[src/rtl/boa_pmu_ctl.sv]
`timescale 1ns/1ps
// boa_pmu_ctl: memory-mapped power-management sequencer. It issues key-protected
// shutdown/reset requests after a programmable delay, and has an optional watchdog.
//
//   state     | meaning
//   ST_IDLE   | no request pending
//   ST_COUNT  | delay down-counter running before the request is asserted
//   ST_ASSERT | pmu_shdn or pmu_rst held high for HOLD_CYCLES cycles
module boa_pmu_ctl #(
  parameter int          ADDR_W      = 5,
  parameter logic [31:0] KEY         = 32'h5057_4B59,
  parameter int          HOLD_CYCLES = 16,
  parameter int          WDT_W       = 32
) (
  input  logic              clk,
  input  logic              rst_n,
  input  logic              bus_re,
  input  logic [3:0]        bus_we,
  input  logic [ADDR_W-1:0] bus_addr,
  input  logic [31:0]       bus_wdata,
  output logic [31:0]       bus_rdata,
  output logic              bus_ready,
  output logic              pmu_shdn,
  output logic              pmu_rst
);

  typedef enum logic [1:0] {
    ST_IDLE   = 2'd0,
    ST_COUNT  = 2'd1,
    ST_ASSERT = 2'd2
  } state_e;

  // The op code doubles as the cause code reported in STATUS.
  localparam logic [1:0] OP_SHDN = 2'b01;
  localparam logic [1:0] OP_RST  = 2'b10;
  localparam logic [1:0] OP_WDT  = 2'b11;

  localparam int              WI_W   = ADDR_W - 2;
  localparam logic [WI_W-1:0] W_KEY  = WI_W'(0);
  localparam logic [WI_W-1:0] W_CMD  = WI_W'(1);
  localparam logic [WI_W-1:0] W_LOAD = WI_W'(2);
  localparam logic [WI_W-1:0] W_KICK = WI_W'(3);
  localparam logic [WI_W-1:0] W_STAT = WI_W'(4);

  localparam int                HOLD_W    = (HOLD_CYCLES > 1) ? $clog2(HOLD_CYCLES) : 1;
  localparam logic [HOLD_W-1:0] HOLD_LAST = HOLD_W'(HOLD_CYCLES - 1);

  state_e            state_q, state_d;
  logic [1:0]        op_q, op_d;
  logic [1:0]        cause_q, cause_d;
  logic [15:0]       dly_q, dly_d;
  logic [HOLD_W-1:0] hold_q, hold_d;
  logic              armed_q, armed_d;
  logic [WDT_W-1:0]  wdt_load_q, wdt_load_d;
  logic [WDT_W-1:0]  wdt_cnt_q, wdt_cnt_d;
  logic              ready_q, ready_d;
  logic [31:0]       rdata_q, rdata_d;
  logic              shdn_q, shdn_d;
  logic              rst_q, rst_d;

  logic [WI_W-1:0] widx;
  logic            acc, wr, rd;
  logic            wr_key, wr_cmd, wr_load, wr_kick;
  logic            cmd_go, wdt_active, wdt_expire;
  logic            unused_addr_lsb;

  assign widx            = bus_addr[ADDR_W-1:2];
  assign unused_addr_lsb = ^bus_addr[1:0];

  // A request still present during its own ready cycle must not be taken twice.
  assign acc     = (bus_re | (|bus_we)) & ~ready_q;
  assign wr      = acc & (|bus_we);
  assign rd      = acc & ~(|bus_we);
  assign wr_key  = wr & (widx == W_KEY);
  assign wr_cmd  = wr & (widx == W_CMD);
  assign wr_load = wr & (widx == W_LOAD);
  assign wr_kick = wr & (widx == W_KICK);

  assign cmd_go = wr_cmd & armed_q & (state_q == ST_IDLE) &
                  ((bus_wdata[1:0] == OP_SHDN) | (bus_wdata[1:0] == OP_RST));

  // A reload written in the expiry cycle beats the expiry.
  assign wdt_active = (wdt_load_q != '0) & (state_q != ST_ASSERT);
  assign wdt_expire = wdt_active & (wdt_cnt_q == WDT_W'(1)) & ~(wr_load | wr_kick);

  always_comb begin
    rdata_d = '0;
    ready_d = acc;
    if (rd) begin
      case (widx)
        W_KEY:   rdata_d = {31'b0, armed_q};
        W_LOAD:  rdata_d = 32'(wdt_load_q);
        W_KICK:  rdata_d = 32'(wdt_cnt_q);
        W_STAT:  rdata_d = {27'b0, cause_q, armed_q, state_q};
        default: rdata_d = '0;
      endcase
    end
  end

  always_comb begin
    armed_d = armed_q;
    if (acc) armed_d = wr_key & (bus_wdata == KEY);
  end

  always_comb begin
    state_d = state_q;
    op_d    = op_q;
    cause_d = cause_q;
    dly_d   = dly_q;
    hold_d  = hold_q;
    case (state_q)
      ST_IDLE: begin
        if (cmd_go) begin
          state_d = ST_COUNT;
          op_d    = bus_wdata[1:0];
          dly_d   = bus_wdata[31:16];
        end
      end
      ST_COUNT: begin
        if (dly_q == '0) begin
          state_d = ST_ASSERT;
          hold_d  = HOLD_LAST;
          cause_d = op_q;
        end else begin
          dly_d = dly_q - 16'd1;
        end
      end
      ST_ASSERT: begin
        if (hold_q == '0) state_d = ST_IDLE;
        else              hold_d  = hold_q - HOLD_W'(1);
      end
      default: state_d = ST_IDLE;
    endcase
    // Watchdog expiry overrides a pending delay and a same-cycle command.
    if (wdt_expire) begin
      state_d = ST_ASSERT;
      op_d    = OP_WDT;
      cause_d = OP_WDT;
      hold_d  = HOLD_LAST;
    end
  end

  always_comb begin
    wdt_load_d = wdt_load_q;
    wdt_cnt_d  = wdt_cnt_q;
    if (wdt_active && (wdt_cnt_q != '0)) wdt_cnt_d = wdt_cnt_q - WDT_W'(1);
    if ((state_q == ST_ASSERT) && (state_d == ST_IDLE) && (op_q == OP_WDT))
      wdt_cnt_d = wdt_load_q;
    if (wr_load) begin
      wdt_load_d = bus_wdata[WDT_W-1:0];
      wdt_cnt_d  = bus_wdata[WDT_W-1:0];
    end else if (wr_kick) begin
      wdt_cnt_d = wdt_load_q;
    end
  end

  // Request outputs are registered from the next state so they cannot glitch.
  assign shdn_d = (state_d == ST_ASSERT) & (op_d == OP_SHDN);
  assign rst_d  = (state_d == ST_ASSERT) & op_d[1];

  always_ff @(posedge clk or negedge rst_n) begin
    if (!rst_n) begin
      state_q    <= ST_IDLE;
      op_q       <= 2'b00;
      cause_q    <= 2'b00;
      dly_q      <= '0;
      hold_q     <= '0;
      armed_q    <= 1'b0;
      wdt_load_q <= '0;
      wdt_cnt_q  <= '0;
      ready_q    <= 1'b0;
      rdata_q    <= '0;
      shdn_q     <= 1'b0;
      rst_q      <= 1'b0;
    end else begin
      state_q    <= state_d;
      op_q       <= op_d;
      cause_q    <= cause_d;
      dly_q      <= dly_d;
      hold_q     <= hold_d;
      armed_q    <= armed_d;
      wdt_load_q <= wdt_load_d;
      wdt_cnt_q  <= wdt_cnt_d;
      ready_q    <= ready_d;
      rdata_q    <= rdata_d;
      shdn_q     <= shdn_d;
      rst_q      <= rst_d;
    end
  end

  assign bus_ready = ready_q;
  assign bus_rdata = rdata_q;
  assign pmu_shdn  = shdn_q;
  assign pmu_rst   = rst_q;

endmodule
[config.mk]
export PLATFORM = sky130hd
export DESIGN_NAME = boa_pmu_ctl
export DESIGN_NICKNAME = d
export VERILOG_FILES = /design/src/rtl/boa_pmu_ctl.sv
export SDC_FILE = /design/constraint.sdc
export NUM_CORES = 1
export LEC_CHECK = 0
export CORE_ASPECT_RATIO = 0.75
export CORE_MARGIN = 2
export CORE_UTILIZATION = 47
export DETAILED_ROUTE_END_ITERATION = 7
export GPL_TIMING_DRIVEN = 0
export PLACE_DENSITY = 0.78
export SYNTH_ARGS = -nofsm -noshare
export SYNTH_HDL_FRONTEND = slang
export SYNTH_SLANG_ARGS = --single-unit
[constraint.sdc]
create_clock -name clk -period 2.9 [get_ports clk]
set_input_delay 0.435 -clock clk [delete_from_list [all_inputs] [get_ports clk]]
set_output_delay 0.435 -clock clk [all_outputs]
set_load 0.005 [all_outputs]
* Yosys cells after proc, flatten, opt, wreduce, memory -nomap -nowiden
Cells that the tools add are included.
W data, S select, Z words.
** Operators by class
- Multipliers :: 0
- Mux-type cells :: 24
- Shift-type cells :: 0
- Equality and inequality tests :: 18
- Div/mod/pow operators :: 0
- Bitwise operators :: 22
- $lt $le $gt $ge :: 0
- Reduce and logical (&&, ||, !) cells :: 19
- $add $sub $neg :: 3
** Operator list (number)
- $mux W32 :: 5
- $pmux W32 S4 :: 1
- $reduce_bool A32 Y1 :: 2
- $eq A32 B1 Y1 const B :: 1
- $eq A32 B31 Y1 const B :: 1
- $mux W16 :: 2
- $pmux W16 S2 :: 1
- $sub A32 B1 Y32 const B :: 1
- $mux W2 :: 10
- $and A1 B1 Y1 :: 16
- $logic_not A16 Y1 :: 1
- $sub A16 B1 Y16 const B :: 1
- $mux W4 :: 3
- $eq A2 B2 Y1 const B :: 4
- $pmux W4 S2 :: 1
- $eq A2 B1 Y1 const B :: 3
- $eq A3 B2 Y1 const B :: 2
- $ne A2 B2 Y1 const B :: 3
- $ne A3 B3 Y1 const B :: 2
- $pmux W2 S3 :: 1
- $reduce_and A3 Y1 :: 2
- $reduce_bool A2 Y1 :: 3
- $logic_not A2 Y1 :: 2
- $logic_not A4 Y1 :: 1
- 11 further kinds :: 17
** Word-level totals
- Bits in read-only memories :: 0
- Input bits :: 44
- Output and inout port bits :: 35
- Bits in writable memories :: 0
- Latch bits :: 0
- Bits in registers :: 126
- Logic and storage cells :: 98
- Memories kept :: 0

* Logic depth before layout (Yosys ltp)
- Depth after elaboration :: 17
- Depth in mapped cells :: 10

* Worst setup path after synthesis
No wires, ideal clock.
- Path type :: reg2reg
- Start :: reg wdt_cnt_q[0]
- End :: reg wdt_cnt_q[25]
- Path buffers :: 2
- Arrival :: 2.348 ns
- Stages on the path, launching flop included :: 11
- Clock period less this slack :: 2.475 ns
- Slack :: 0.425 ns
- Cell sequence :: dfrtp_1 inv_1 ha_1 nor3b_1 nand4_2 or4_4 buf_6 and2_4 buf_6 a311oi_1 nor3_1
** On the way
- Word-level cells in the longest chain between the ends :: 10
- Elaborated cells on any way between the ends :: 15
** Ends and longest elaborated chain
- start: declaration :: RTL line 55 : logic [WDT_W-1:0] wdt_cnt_q, wdt_cnt_d;
- start signal: assignment :: RTL line 183 : wdt_cnt_q <= wdt_cnt_d;
- parallel branches: the longest is 10 deep, another holds $sub A32 B1 Y32
Parallel ways; which one is timed is not known. The select of a mux whose other input is x is not followed.
A chain may end at the register's enable or synchronous reset.

* Final worst setup path
- Start :: in bus_addr[4]
- End :: reg wdt_load_q[15]
** On the way
- Word-level cells in the longest chain between the ends :: 2
** Ends and longest elaborated chain
- start: declaration :: RTL line 19 : input logic [ADDR_W-1:0] bus_addr,
- $eq A3 B2 Y1 :: RTL line 76 : assign wr_load = wr & (widx == W_LOAD);
- $and A1 B1 Y1 :: RTL line 76
- end signal: assignment :: RTL line 182 : wdt_load_q <= wdt_load_d;
- end: declaration :: RTL line 54 : logic [WDT_W-1:0] wdt_load_q, wdt_load_d;
No other way between the ends.

==> impl_results.md <==
- Syn avg cell area: 9.06 um^2
- Starting Density: 0.482
- Area growth from synthesis to layout: 26.0%
- Synth warn: 0
- Number of flops mapped to enable cells by yosys: 0
- Sequential area share after synthesis: 0.476
- Slew Limit Fails: 0
- Area leader, netlist: dfrtp_1
- CTS Buffer Depth: 2
- Top-level I/O count: 79
- Final Util: 0.607
- Peak supply drop: 0.000460 V
- CTS tree: done
- # setup viols final: 0
- First-pass GRT wire length: 31900 um
- Max H-tree Level: 4
- Iteration-0 DRC Markers: 766
- Synth top area cells: dfrtp_1 (48%), nand2_1 (7.7%), mux2i_1 (5.6%)
- First drt pass iteration count: 5
- Critical path type: in -> reg
- CTS root buffer: clkbuf_16
- Vias: 6267
- Hold Path Class: in -> async
- Top-area cell type share of the netlist area: 0.476
- Final hold slack: 0.113 ps
- Cell Area, Synth: 0.00663 mm^2
- Gr ovfl total: 0
- Final Cycle Share: 0.967
- Number of remaining DRC errors: 0
- Core outline area: 0.0137 mm^2
- Routed WL: 19600 um
- Clock latency on the worst-skew pair: 420 ps
- RSZ-0062 raised after global routing: no
- Netlist cell types: 66
- Avg WL per Cell: 19.3 um
- Post-synth top flop: dfrtp_1
- Nets@finish: 881
- CTS buffer count: 17
- Vias in the first global route: 6001
- Die span in x: 141 um
- Die Ht: 107 um
- Diode count: 0
- Initial antenna violation count: 0
- Final min period: 2800 ps
- GRT Util Overall: 0.272
- CTS sink cnt: 126
- Ys async rst share: 1.00
- Detail Route Antenna Nets: 0
- Max Cap Violations: 0
- Final hold vios: 0
- Crit. End Element: flop
- Measured slew at the worst slew-check pin: 893 ps
- Power Dens Cells: 735 mW/mm^2
- Clk_skew: 8.20 ps
- Register bit total from synthesis: 126
- IO buf count: 76
- Status: finished clean
- Design Power: 6.14 mW
- FMAX: 357 MHz
- Startpoint types: input pin
- Leakage power total: 3.64 nW
- # hold bufs at CTS: 0
- Clock slew at reported path FFs: 60 ps
- CP max FO: 10
- WP data required: 3250 ps
- Largest net degree at the start of global routing: 67
- Row Count: 37
- Post-DP HPWL: 13800 um
- Syn Nets: 781
- Slew Limit Headroom: 0.405
- RePlAce Congestion: 0.959
- Filler instances: 1190
- Vias/cell: 6.15
- Cells after Synth: 731
- Arr. time, crit path: 3160 ps
- Die Footprint: 0.0151 mm^2
- Layout cells sized above 1: 0.0853
## repair_timing
| action | 4_1_cts | 5_1_grt |
|---|---|---|
| endpoints found under the setup margin | 23 | 56 |
| resized for setup | 1 | 15 |
| pin swaps | 0 | 1 |
| setup buffers | 0 | 5 |
## flip-flops by register name (all words and copies together) (netlist names)
signal      count
bus_rdata      32
wdt_cnt_q      32
wdt_load_q     32
dly_q          16
hold_q          4
cause_q         2
op_q            2
state_q         2
armed_q         1
bus_ready       1
pmu_rst         1
pmu_shdn        1
## through the flow
| stage | cells | setup TNS [ps] | worst slack [ps] | area (um^2) |
|---|---|---|---|---|
| after CTS | 1014 | -57.0 | -31.9 | 8250 |
| after floorplan | 731 | 0 | 425 | 6630 |
| final | 1019 | 0 | 95.2 | 8350 |
| after global routing | 1019 | 0 | 12.4 | 8350 |
| after global placement | 982 | -468980 | -3610 | 7600 |
| after detailed placement | 983 | -18760 | -411 | 7630 |
## critical path, stage by stage
cell and delay, ps:
clkdlybuf4s50_1 510, nand2b_1 190, clkbuf_1 200, nor4_4 560
clkbuf_1 480, buf_1 570, nand2_1 130, nand2_1 90
## final timing paths
check / from / endpoint / slack [ps] / depth (start not counted)
setup reg to reg: dly_q[7]$_DFFE_PN0P_ / dly_q[13]$_DFFE_PN0P_ / 180 / 7
hold reg to reg: hold_q[3]$_DFFE_PN0P_ / hold_q[3]$_DFFE_PN0P_ / 510 / 1
min in group clk: hold_q[3]$_DFFE_PN0P_ / hold_q[3]$_DFFE_PN0P_ / 510 / 1
max in group asynchronous: rst_n / wdt_cnt_q[16]$_DFFE_PN0P_ / 2160 / 2
setup / recovery: bus_addr[4] / wdt_load_q[15]$_DFFE_PN0P_ / 100 / 8
hold / removal: rst_n / wdt_load_q[5]$_DFFE_PN0P_ / 0.1 / 1
## final cells by class
class                      instances  area [um^2]  area share
multi-input combinational        551         3310       0.397
sequential                       126         3150       0.378
timing repair buffer              82          827      0.0990
clock buffer                      17          425      0.0509
tap                              175          219      0.0262
clock inverter                    15          188      0.0225
buffer                            40          176      0.0211
inverter                          13         48.8     0.00584
## power by group
part	total [mW]	leakage, nW	internal [mW]	switching [mW]
logic	1.30	1.73	0.597	0.702
registers	2.60	1.61	2.10	0.497
clock network	2.23	0.291	1.37	0.870
## cell usage after synthesis, drive strengths merged (9+ instances only)
cell     count
nand3       22
clkbuf      33
nor2        76
nor3        24
a2bb2oi     13
o21ai       27
mux2i       37
inv         13
xnor2        9
nand4       12
dfrtp      126
nor4        21
a21oi       51
nand2      136
## logic make-up after synthesis
group / count (synthesis) / synth area share
and+or+nand+nor: 339 / 0.249
AOI/OAI and AO/OA: 152 / 0.151
adders and majority gates: 6 / 0.0113
buffers and inverters: 54 / 0.0338
xor gates and xnor gates: 15 / 0.0198
muxes: 39 / 0.0593
DFF: 126 / 0.476
## layer usage
| layer | wire [um] | track usage | vias up |
|---|---|---|---|
| met5 | 0 | 0 | - |
| met4 | 373 | 0.0750 | 0 |
| met3 | 2020 | 0.0657 | 50 |
| met2 | 8650 | 0.402 | 367 |
| met1 | 8600 | 0.400 | 3019 |
| li1 | - | - | 2831 |
## cells in the final DEF (no fill, tap or decap), types with 4 or more instances in the layout
cell type        Yosys  final
a21oi_1             50     50
a22o_1               6      6
a22oi_1              8      8
a2bb2oi_1           13     13
a31oi_1              8      8
and2_1               4      4
buf_4                1      7
clkbuf_1            33     30
clkbuf_16            0     17
clkdlybuf4s50_1      0     75
clkinv_4             0      4
dfrtp_1            126    126
ha_1                 6      6
inv_1               13     13
inv_6                0      4
mux2i_1             37     37
nand2_1            136    136
nand2b_1             6      6
nand3_1             22     22
nand4_1             11     11
nor2_1              76     76
nor2b_1              5      5
nor3_1              24     24
nor4_1              17     14
nor4_2               3      4
o21ai_0             26     26
o221ai_1             4      4
o22a_1               6      6
o22ai_1              5      5
o32ai_1              4      4
or3_1                6      6
or4_1                4      4
xnor2_1              9      9
xor2_1               6      6
(Power assumes the default switching activity.)
